--- src/rtl/ttl_decoder_seq.sv ---
// Registered-address 1-of-WIDTH_OUT decoder with load/step sequencer and wrap pulse.
// Optional macro TTL_DECSEQ_PROP_DELAY_EN adds rise/fall delay on Y.
module ttl_decoder_seq #(
  parameter int WIDTH_OUT  = 8,
  parameter int WIDTH_IN   = $clog2(WIDTH_OUT),
  parameter int DELAY_RISE = 20,
  parameter int DELAY_FALL = 20
) (
  input  logic                 Clk,
  input  logic                 Reset,
  input  logic                 Enable1_bar,
  input  logic                 Enable2_bar,
  input  logic                 Enable3,
  input  logic                 Mode,
  input  logic                 Load,
  input  logic                 Step,
  input  logic [WIDTH_IN-1:0]  A,
  input  logic [WIDTH_IN-1:0]  Last,
  output logic [WIDTH_OUT-1:0] Y,
  output logic [WIDTH_IN-1:0]  Index,
  output logic                 Wrap
);

  localparam logic [WIDTH_IN-1:0] MAX_IDX = WIDTH_IN'(WIDTH_OUT - 1);

  if (WIDTH_OUT < 2 || DELAY_RISE < 0 || DELAY_FALL < 0) begin : g_param_check
    $error("ttl_decoder_seq: WIDTH_OUT must be >= 2 and delays non-negative");
  end

  logic                 enabled;
  logic [WIDTH_IN-1:0]  last_eff;
  logic [WIDTH_IN-1:0]  addr;
  logic                 wrap_q;
  logic [WIDTH_OUT-1:0] y_dec;

  assign enabled  = !Enable1_bar && !Enable2_bar && Enable3;
  // Out-of-range terminal indices collapse onto the highest real output.
  assign last_eff = (Last > MAX_IDX) ? MAX_IDX : Last;

  always_ff @(posedge Clk) begin
    if (Reset) begin
      addr   <= '0;
      wrap_q <= 1'b0;
    end else if (Load) begin
      addr   <= A;
      wrap_q <= 1'b0;
    end else if (Mode && Step && enabled) begin
      if (addr >= last_eff) begin
        addr   <= '0;
        wrap_q <= 1'b1;
      end else begin
        addr   <= addr + 1'b1;
        wrap_q <= 1'b0;
      end
    end else begin
      wrap_q <= 1'b0;
    end
  end

  // Addresses beyond WIDTH_OUT-1 match no output, so Y goes all-zero.
  always_comb begin
    y_dec = '0;
    for (int i = 0; i < WIDTH_OUT; i++) begin
      y_dec[i] = enabled && (addr == i[WIDTH_IN-1:0]);
    end
  end

  assign Index = addr;
  assign Wrap  = wrap_q;

`ifdef TTL_DECSEQ_PROP_DELAY_EN
  assign #(DELAY_RISE, DELAY_FALL) Y = y_dec;
`else
  assign Y = y_dec;
`endif

endmodule

--- config.mk ---
export PLATFORM = sky130hd
export DESIGN_NAME = ttl_decoder_seq
export DESIGN_NICKNAME = d
export VERILOG_FILES = /design/src/rtl/ttl_decoder_seq.sv
export SDC_FILE = /design/constraint.sdc
export NUM_CORES = 1
export LEC_CHECK = 0
export CAP_MARGIN = 20
export CORE_AREA = 2 2 45 47
export DETAILED_ROUTE_END_ITERATION = 10
export DIE_AREA = 0 0 47 49
export PLACE_DENSITY_LB_ADDON = 0.25
export SLEW_MARGIN = 15
export SYNTH_ARGS = -nofsm -noshare
export SYNTH_HDL_FRONTEND = slang
export SYNTH_SLANG_ARGS = --single-unit
export TNS_END_PERCENT = 50
--- constraint.sdc ---
create_clock -name Clk -period 1.55 [get_ports Clk]
set_input_delay 0.2325 -clock Clk [delete_from_list [all_inputs] [get_ports Clk]]
set_output_delay 0.2325 -clock Clk [all_outputs]
set_load 0.02 [all_outputs]
==> impl_metrics.sql, run 1 <==
INSERT INTO impl_metrics (metric_group, metric, value, unit) VALUES
('placement', 'io_buffers', '25', ''),
('timing', 'final_min_period_over_clock_period', '94.8', '%'),
('drt', 'wl_per_cell', '9.57', 'um'),
('global_route', 'grt_pass1_wl', '1710', 'um'),
('die', 'dieArea', '0.00230', 'mm2'),
('critical_path', 'regToRegStartpoint', 'Index[2]$_SDFFE_PP0P_', ''),
('power', 'comb_power_share', '40.8', '%'),
('synth', 'most_area_hungry_cell_type_in_the_yosys_netlist', 'ha_1', ''),
('synth', 'synth.mux.area_fraction', '2.47', '%'),
('timing', 'max_freq', '681', 'MHz'),
('critical_path', 'critical_path.startpoint_type', 'flip-flop', ''),
('die', 'io_pins', '26', ''),
('worst_hold_path', 'min_path_type', 'in -> reg', ''),
('clock_tree', 'tritoncts', 'done', ''),
('clock_tree', 'cts_made_buffers', '3', ''),
('drt', 'route.detailed.drc', '0', ''),
('critical_path', 'critical_path.reg2reg.endpoint', 'Index[0]$_SDFFE_PP0P_', ''),
('timing', 'slew_headroom', '79.1', '%'),
('placement', 'gp_congestion', '0.742', ''),
('synth', 'synth.lib_cells_used.distinct', '23', ''),
('critical_path', 'rr_worst_depth', '5', ''),
('power', 'p_per_area', '479', 'mW/mm2'),
('die', 'design.core.area', '0.00184', 'mm2'),
('drt', 'first_pass_iters', '3', ''),
('timing', 'setup_viol_count_final', '0', ''),
('clock_tree', 'insertion_delay', '230', 'ps'),
('critical_path', 'timing.reg2reg.setup_slack', '110', 'ps'),
('drt', 'vias_post_dr', '462', ''),
('synth', 'synthXorXnorAreaFrac', '0', '%'),
('power', 'leakage_component_of_the_power', '0.481', 'nW'),
('power', 'cell_internal_pwr', '0.292', 'mW'),
('placement', 'detailedPlacementHpwl', '840', 'um'),
('run_status', 'result_of_the_run', 'finished, final reports clean', ''),
('clock_tree', 'holdBufCountCts', '0', ''),
('clock_tree', 'path_clk_slew', '40', 'ps'),
('drt', 'routed_vias_inst', '4.13', ''),
('final_layout', 'drive_above_1_share', '44.7', '%'),
('critical_path', 'worstSetupPathType', 'reg -> out', ''),
('power', 'p_sw_share', '28.5', '%'),
('final_layout', 'diodes', '0', ''),
('die', 'start_util', '22.0', '%'),
('critical_path', 'critPathCaptureType', 'primary output', ''),
('clock_tree', 'buffer_type_at_the_clock_tree_root', 'clkbuf_4', ''),
('timing', 'report.final.slew_viol_count', '0', ''),
('synth', 'synth_simple_gate_area_share', '28.4', '%'),
('drt', 'drt.antenna.violating_nets', '0', ''),
('synth', 'syn_inst', '47', ''),
('final_layout', 'nets', '110', ''),
('critical_path', 'crit_path_max_fanout', '4', ''),
('power', 'power', '0.408', 'mW'),
('synth', 'mapped_nets', '70', ''),
('clock_tree', 'cts.sinks', '4', ''),
('global_route', 'grt_remaining_overflow', '0', ''),
('drt', 'wirelength', '1070', 'um'),
('timing', 'grt_setup_unrepaired', 'no', ''),
('global_route', 'track_usage', '9.71', '%'),
('drt', 'drt_first_iter_violations', '1', ''),
('synth', 'netlist_top_cells_area', 'ha_1 28%, dfxtp_1 20%, and3_1 9.3%', ''),
('global_route', 'largest_net_degree_at_the_start_of_global_routing', '10', ''),
('synth', 'yosysWarningCount', '0', ''),
('power', 'power.share.clock', '30.3', '%'),
('critical_path', 'startpoint', 'Index[0]$_SDFFE_PP0P_', ''),
('timing', 'fin_worst_skew', '1.40', 'ps'),
('clock_tree', 'htreeDepth', '1', ''),
('synth', 'synth_compound_area_share', '14.2', '%'),
('synth', 'synth_area_per_cell', '8.63', 'um2'),
('synth', 'seq_area_frac_synth', '19.8', '%'),
('power', 'peakVddDrop', '0.282', 'mV'),
('clock_tree', 'clk_path_buf_depth', '2', ''),
('timing', 'worst_slew_pin_slew', '312', 'ps'),
('synth', 'synth_top_family_by_area', 'simple AND/OR/NAND/NOR gates', '');
critical path, stage by stage, from the launching register on:
cell     delay (ps)
dfxtp_4         350
ha_1            210
ha_1            170
and2_1          120
buf_2           150
logic make-up (layout without fill, tap and decap cells):
group	Yosys count	after routing
and+or+nand+nor	18	18
buffers and inverters	8	46
adders and majority gates	9	9
AOI/OAI and AO/OA	7	7
DFF	4	4
muxes	1	1
power by group through the flow:
| stage | logic [mW] | registers, mW | clock network [mW] |
|---|---|---|---|
| final | 0.167 | 0.118 | 0.124 |
| after global routing | 0.185 | 0.120 | 0.131 |
| after CTS | 0.152 | 0.118 | 0.129 |
| after detailed placement | 0.136 | 0.118 | 0 |
| after global placement | 0.134 | 0.118 | 0 |
| after floorplan | 0.0452 | 0.125 | 0 |
flip-flops by register name, indices dropped and copies added (netlist names):
signal,count
Wrap,1
Index,3
Yosys cell counts:
master     n
and3_1     6
nor2_1     1
nand2_1    1
nor3b_2    1
a211oi_1   1
dfxtp_1    4
nand2b_1   1
a31oi_1    1
nor4_1     1
clkbuf_1   1
nand4_1    1
inv_1      7
and3_4     1
o211ai_1   1
ha_1       9
mux2i_1    1
a21o_1     1
nand3_1    2
a2111oi_2  1
a21oi_1    1
and2_1     2
a221oi_1   1
nor3_1     1
area by class of cell:
class | instances | area [um2]
clock buffer | 3 | 22.5
tap | 27 | 33.8
sequential | 4 | 86.3
timing repair buffer | 36 | 310
fill | 199 | 990
multi-input combinational | 35 | 370
inverter | 7 | 28.8
placed cells by master, fill, tap and decap left out:
cell and n:
buf_4 12, clkdlybuf4s50_1 8, ha_1 7, dlymetal6s2s_1 7, buf_2 7, and3_1 6
inv_1 5, clkbuf_4 3, dfxtp_2 2, and2_1 2, nand3_1 2, ha_4 2
dlygate4sd2_1 2, dfxtp_4 1, dfxtp_1 1, inv_2 1, nor3b_2 1, nand2b_4 1
a21o_1 1, a31oi_4 1, nor4_2 1, inv_4 1, and3_4 1, a21oi_1 1
a221oi_2 1, mux2i_2 1, nor2_1 1, nor3_4 1, a2111oi_2 1, nand2_1 1
nand4_1 1, o211ai_1 1, a211oi_1 1
how the worst min path moves through the flow:
stage	slack, ps	startpoint	to	cells past startpoint
6_report	570	A[2]	Index[2]$_SDFFE_PP0P_	3
5_1_grt	570	A[2]	Index[2]$_SDFFE_PP0P_	3
4_1_cts	560	A[2]	Index[2]$_SDFFE_PP0P_	3
3_5_place_dp	650	Index[2]$_SDFFE_PP0P_	Index[2]$_SDFFE_PP0P_	2
3_3_place_gp	650	Index[2]$_SDFFE_PP0P_	Index[2]$_SDFFE_PP0P_	2
2_1_floorplan	300	Reset	Index[2]$_SDFFE_PP0P_	1
what timing repair did:
| action | in CTS | in global routing |
|---|---|---|
| setup endpoints to repair | 14 | 13 |
| gates resized for setup | 36 | 21 |
| buffers inserted | 1 | 1 |
| pin swaps | 4 | 6 |
metrics by stage:
stage | area, um2 | utilization (%) | setup WS [ps] | setup TNS [ps] | hold WS (ps)
2_1_floorplan | 408 | - | 23.2 | 0 | 304
3_3_place_gp | 756 | 41.0 | -414 | -4450 | 647
5_1_grt | 852 | 46.3 | 6.85 | 0 | 569
3_5_place_dp | 756 | 41.0 | -418 | -4500 | 655
4_1_cts | 777 | 42.2 | -32.9 | -33.2 | 562
6_report | 852 | 46.3 | 81.2 | 0 | 565
per-layer routing:
metal / GRT usage (%) / vias to the layer above / share of wire (%)
met2: 16.2 / 17 / 51
met1: 12.0 / 197 / 41
met5: 0 / - / 0
met4: 4.17 / 0 / 0
met3: 1.11 / 0 / 8.1
li1: - / 248 / -
Power figures use the tool's default switching activity.
==> inputs of run 2 (changes only) <==
Settings changed: REMOVE_ABC_BUFFERS set to 1.
==> run 2 against run 1 <==
Sequential share of layout area down 0.63 points. Non-clock buffer count up 2. Sequential power about the same. Critical path type is now reg -> reg. Critical endpoint is now Index[0]$_SDFFE_PP0P_.
==> impl_metrics.sql, run 2 (synthesized netlist as in run 1, its figures left out) <==
INSERT INTO impl_metrics (metric_group, metric, value, unit) VALUES
('drt', 'drt.antenna.violating_nets', '0', ''),
('drt', 'wirelength', '1450', 'um'),
('job', 'timing.max_cap.violations', '0', ''),
('clock_tree', 'cts.sinks', '4', ''),
('power', 'peakVddDrop', '0.477', 'mV'),
('clock_tree', 'tritoncts', 'done', ''),
('final_layout', 'diodes', '0', ''),
('critical_path', 'crit_required', '1710', 'ps'),
('critical_path', 'crit_path_max_fanout', '5', ''),
('power', 'power', '0.468', 'mW'),
('drt', 'routed_vias_inst', '4.48', ''),
('timing', 'slew_headroom', '79.2', '%'),
('placement', 'detailedPlacementHpwl', '930', 'um'),
('timing', 'final-hold-violation-count', '0', ''),
('placement', 'gp_congestion', '0.707', ''),
('timing', 'final_min_period_over_clock_period', '99.2', '%'),
('final_layout', 'final_core_utilization', '50.7', '%'),
('timing', 'worst_slew_pin_slew', '312', 'ps'),
('timing', 'final_critical_path_setup_slack', '12.7', 'ps'),
('global_route', 'antenna_found_initial', '0', ''),
('timing', 'max_freq', '650', 'MHz'),
('die', 'rows', '16', ''),
('die', 'die_h', '49', 'um'),
('drt', 'first_pass_iters', '3', ''),
('die', 'design.core.area', '0.00184', 'mm2'),
('clock_tree', 'path_clk_slew', '40', 'ps'),
('timing', 'finalCriticalPeriod', '1540', 'ps'),
('drt', 'drt_first_iter_violations', '2', ''),
('run_status', 'result_of_the_run', 'finished, final reports clean', ''),
('final_layout', 'largest_register_ffs', '3', ''),
('timing', 'setup_viol_count_final', '0', ''),
('final_layout', 'drive_above_1_share', '50.0', '%'),
('die', 'die_width', '47', 'um'),
('clock_tree', 'insertion_delay', '250', 'ps'),
('drt', 'route.detailed.drc', '0', ''),
('die', 'start_util', '22.0', '%'),
('timing', 'timing.hold.ws', '543', 'ps'),
('clock_tree', 'clk_path_buf_depth', '2', ''),
('power', 'net-switching-power', '0.154', 'mW'),
('critical_path', 'worstPathArrival', '1690', 'ps'),
('critical_path', 'critical_path.startpoint_type', 'flip-flop', ''),
('critical_path', 'worstSetupPathType', 'reg -> reg', ''),
('clock_tree', 'cts_made_buffers', '3', ''),
('placement', 'pre_cts_ws', '-420', 'ps'),
('final_layout', 'nets', '113', ''),
('power', 'power.share.clock', '30.7', '%'),
('power', 'leakage_component_of_the_power', '0.497', 'nW'),
('placement', 'io_buffers', '25', ''),
('worst_hold_path', 'min_path_type', 'in -> reg', ''),
('power', 'p_sw_share', '32.9', '%'),
('die', 'dieArea', '0.00230', 'mm2'),
('clock_tree', 'buffer_type_at_the_clock_tree_root', 'clkbuf_4', ''),
('clock_tree', 'holdBufCountCts', '0', ''),
('power', 'cell_internal_pwr', '0.314', 'mW'),
('final_layout', 'areaGrowthSynthToFinish', '131', '%'),
('global_route', 'vias_in_the_first_global_route', '431', ''),
('timing', 'grt_setup_unrepaired', 'yes', ''),
('global_route', 'grt_pass1_wl', '1860', 'um'),
('power', 'p_per_area', '500', 'mW/mm2'),
('critical_path', 'critPathCaptureType', 'flip-flop', ''),
('global_route', 'track_usage', '10.7', '%'),
('global_route', 'largest_net_degree_at_the_start_of_global_routing', '10', ''),
('final_layout', 'leading_cell_type_in_the_layout_fill_and_taps_excluded', 'buf_4', ''),
('timing', 'fin_worst_skew', '4.98', 'ps'),
('global_route', 'grt_remaining_overflow', '0', ''),
('clock_tree', 'htreeDepth', '1', ''),
('drt', 'wl_per_cell', '12.6', 'um'),
('drt', 'vias_post_dr', '515', ''),
('power', 'share_seq_of_total_power', '25.3', '%'),
('final_layout', 'layout_common_cells', '12 x buf_4, 8 x clkdlybuf4s50_1, 8 x buf_2', ''),
('die', 'io_pins', '26', ''),
('power', 'comb_power_share', '44.1', '%'),
('timing', 'report.final.slew_viol_count', '0', '');
==> run 2: changes by cell type in the layout (fill, tap and decap cells not counted), sizes merged <==
| cell | delta |
|---|---|
| dlygate4sd2 | -1 |
| nor3b | +1 |
| buf | +3 |
==> run 2: worst paths after layout <==
| kind | startpoint | to | slack [ps] | cells past startpoint |
|---|---|---|---|---|
| max reg2reg | Index[1]$_SDFFE_PP0P_ | Index[0]$_SDFFE_PP0P_ | 10 | 7 |
| max | Index[1]$_SDFFE_PP0P_ | Index[0]$_SDFFE_PP0P_ | 10 | 7 |
| min | A[0] | Index[0]$_SDFFE_PP0P_ | 540 | 3 |
| min reg2reg | Index[2]$_SDFFE_PP0P_ | Index[2]$_SDFFE_PP0P_ | 670 | 2 |
==> run 2: final cells by class <==
cell class                 count  area, um2
sequential                     4       88.8
inverter                       7       28.8
multi-input combinational     36        432
fill                         189        907
tap                           27       33.8
timing repair buffer          38        329
clock buffer                   3       22.5
==> run 2: per-layer routing <==
| metal | vias up | routed length (um) | track usage (%) |
|---|---|---|---|
| met3 | 2 | 109 | 0 |
| met4 | 0 | 32 | 4.17 |
| met1 | 240 | 524 | 13.5 |
| met2 | 19 | 779 | 18.5 |
| li1 | 254 | - | - |
| met5 | - | 0 | 0 |
==> run 2: worst max-delay path, stage by stage (launching register included) <==
cell      delay, ps
dfxtp_4         360
buf_6           120
ha_4            140
a21o_1          200
a31oi_4         230
buf_6           140
nand3_4          50
a221oi_2        210
==> run 2: through the flow <==
step	cells	TNS [ps]	cell area [um2]
2_1_floorplan	46	-180	402
3_3_place_gp	108	-4410	761
3_5_place_dp	108	-4500	761
4_1_cts	111	-50.8	779
5_1_grt	115	-165	935
6_report	115	0	935
==> run 2: timing repair <==
action / 4_1_cts / 5_1_grt
cloned: 0 / 1
setup endpoints to repair: 15 / 12
pin swaps: 1 / 8
buffers inserted: 0 / 4
resized for setup: 39 / 29
endpoints found under the hold margin: 0 / 0
==> run 2: power groups by stage <==
stage	sequential [mW]	combinational, mW	clock (mW)
final	0.118	0.206	0.143
after global routing	0.119	0.223	0.153
after CTS	0.118	0.151	0.134
after detailed placement	0.118	0.139	0
after global placement	0.118	0.136	0
after floorplan	0.124	0.0446	0
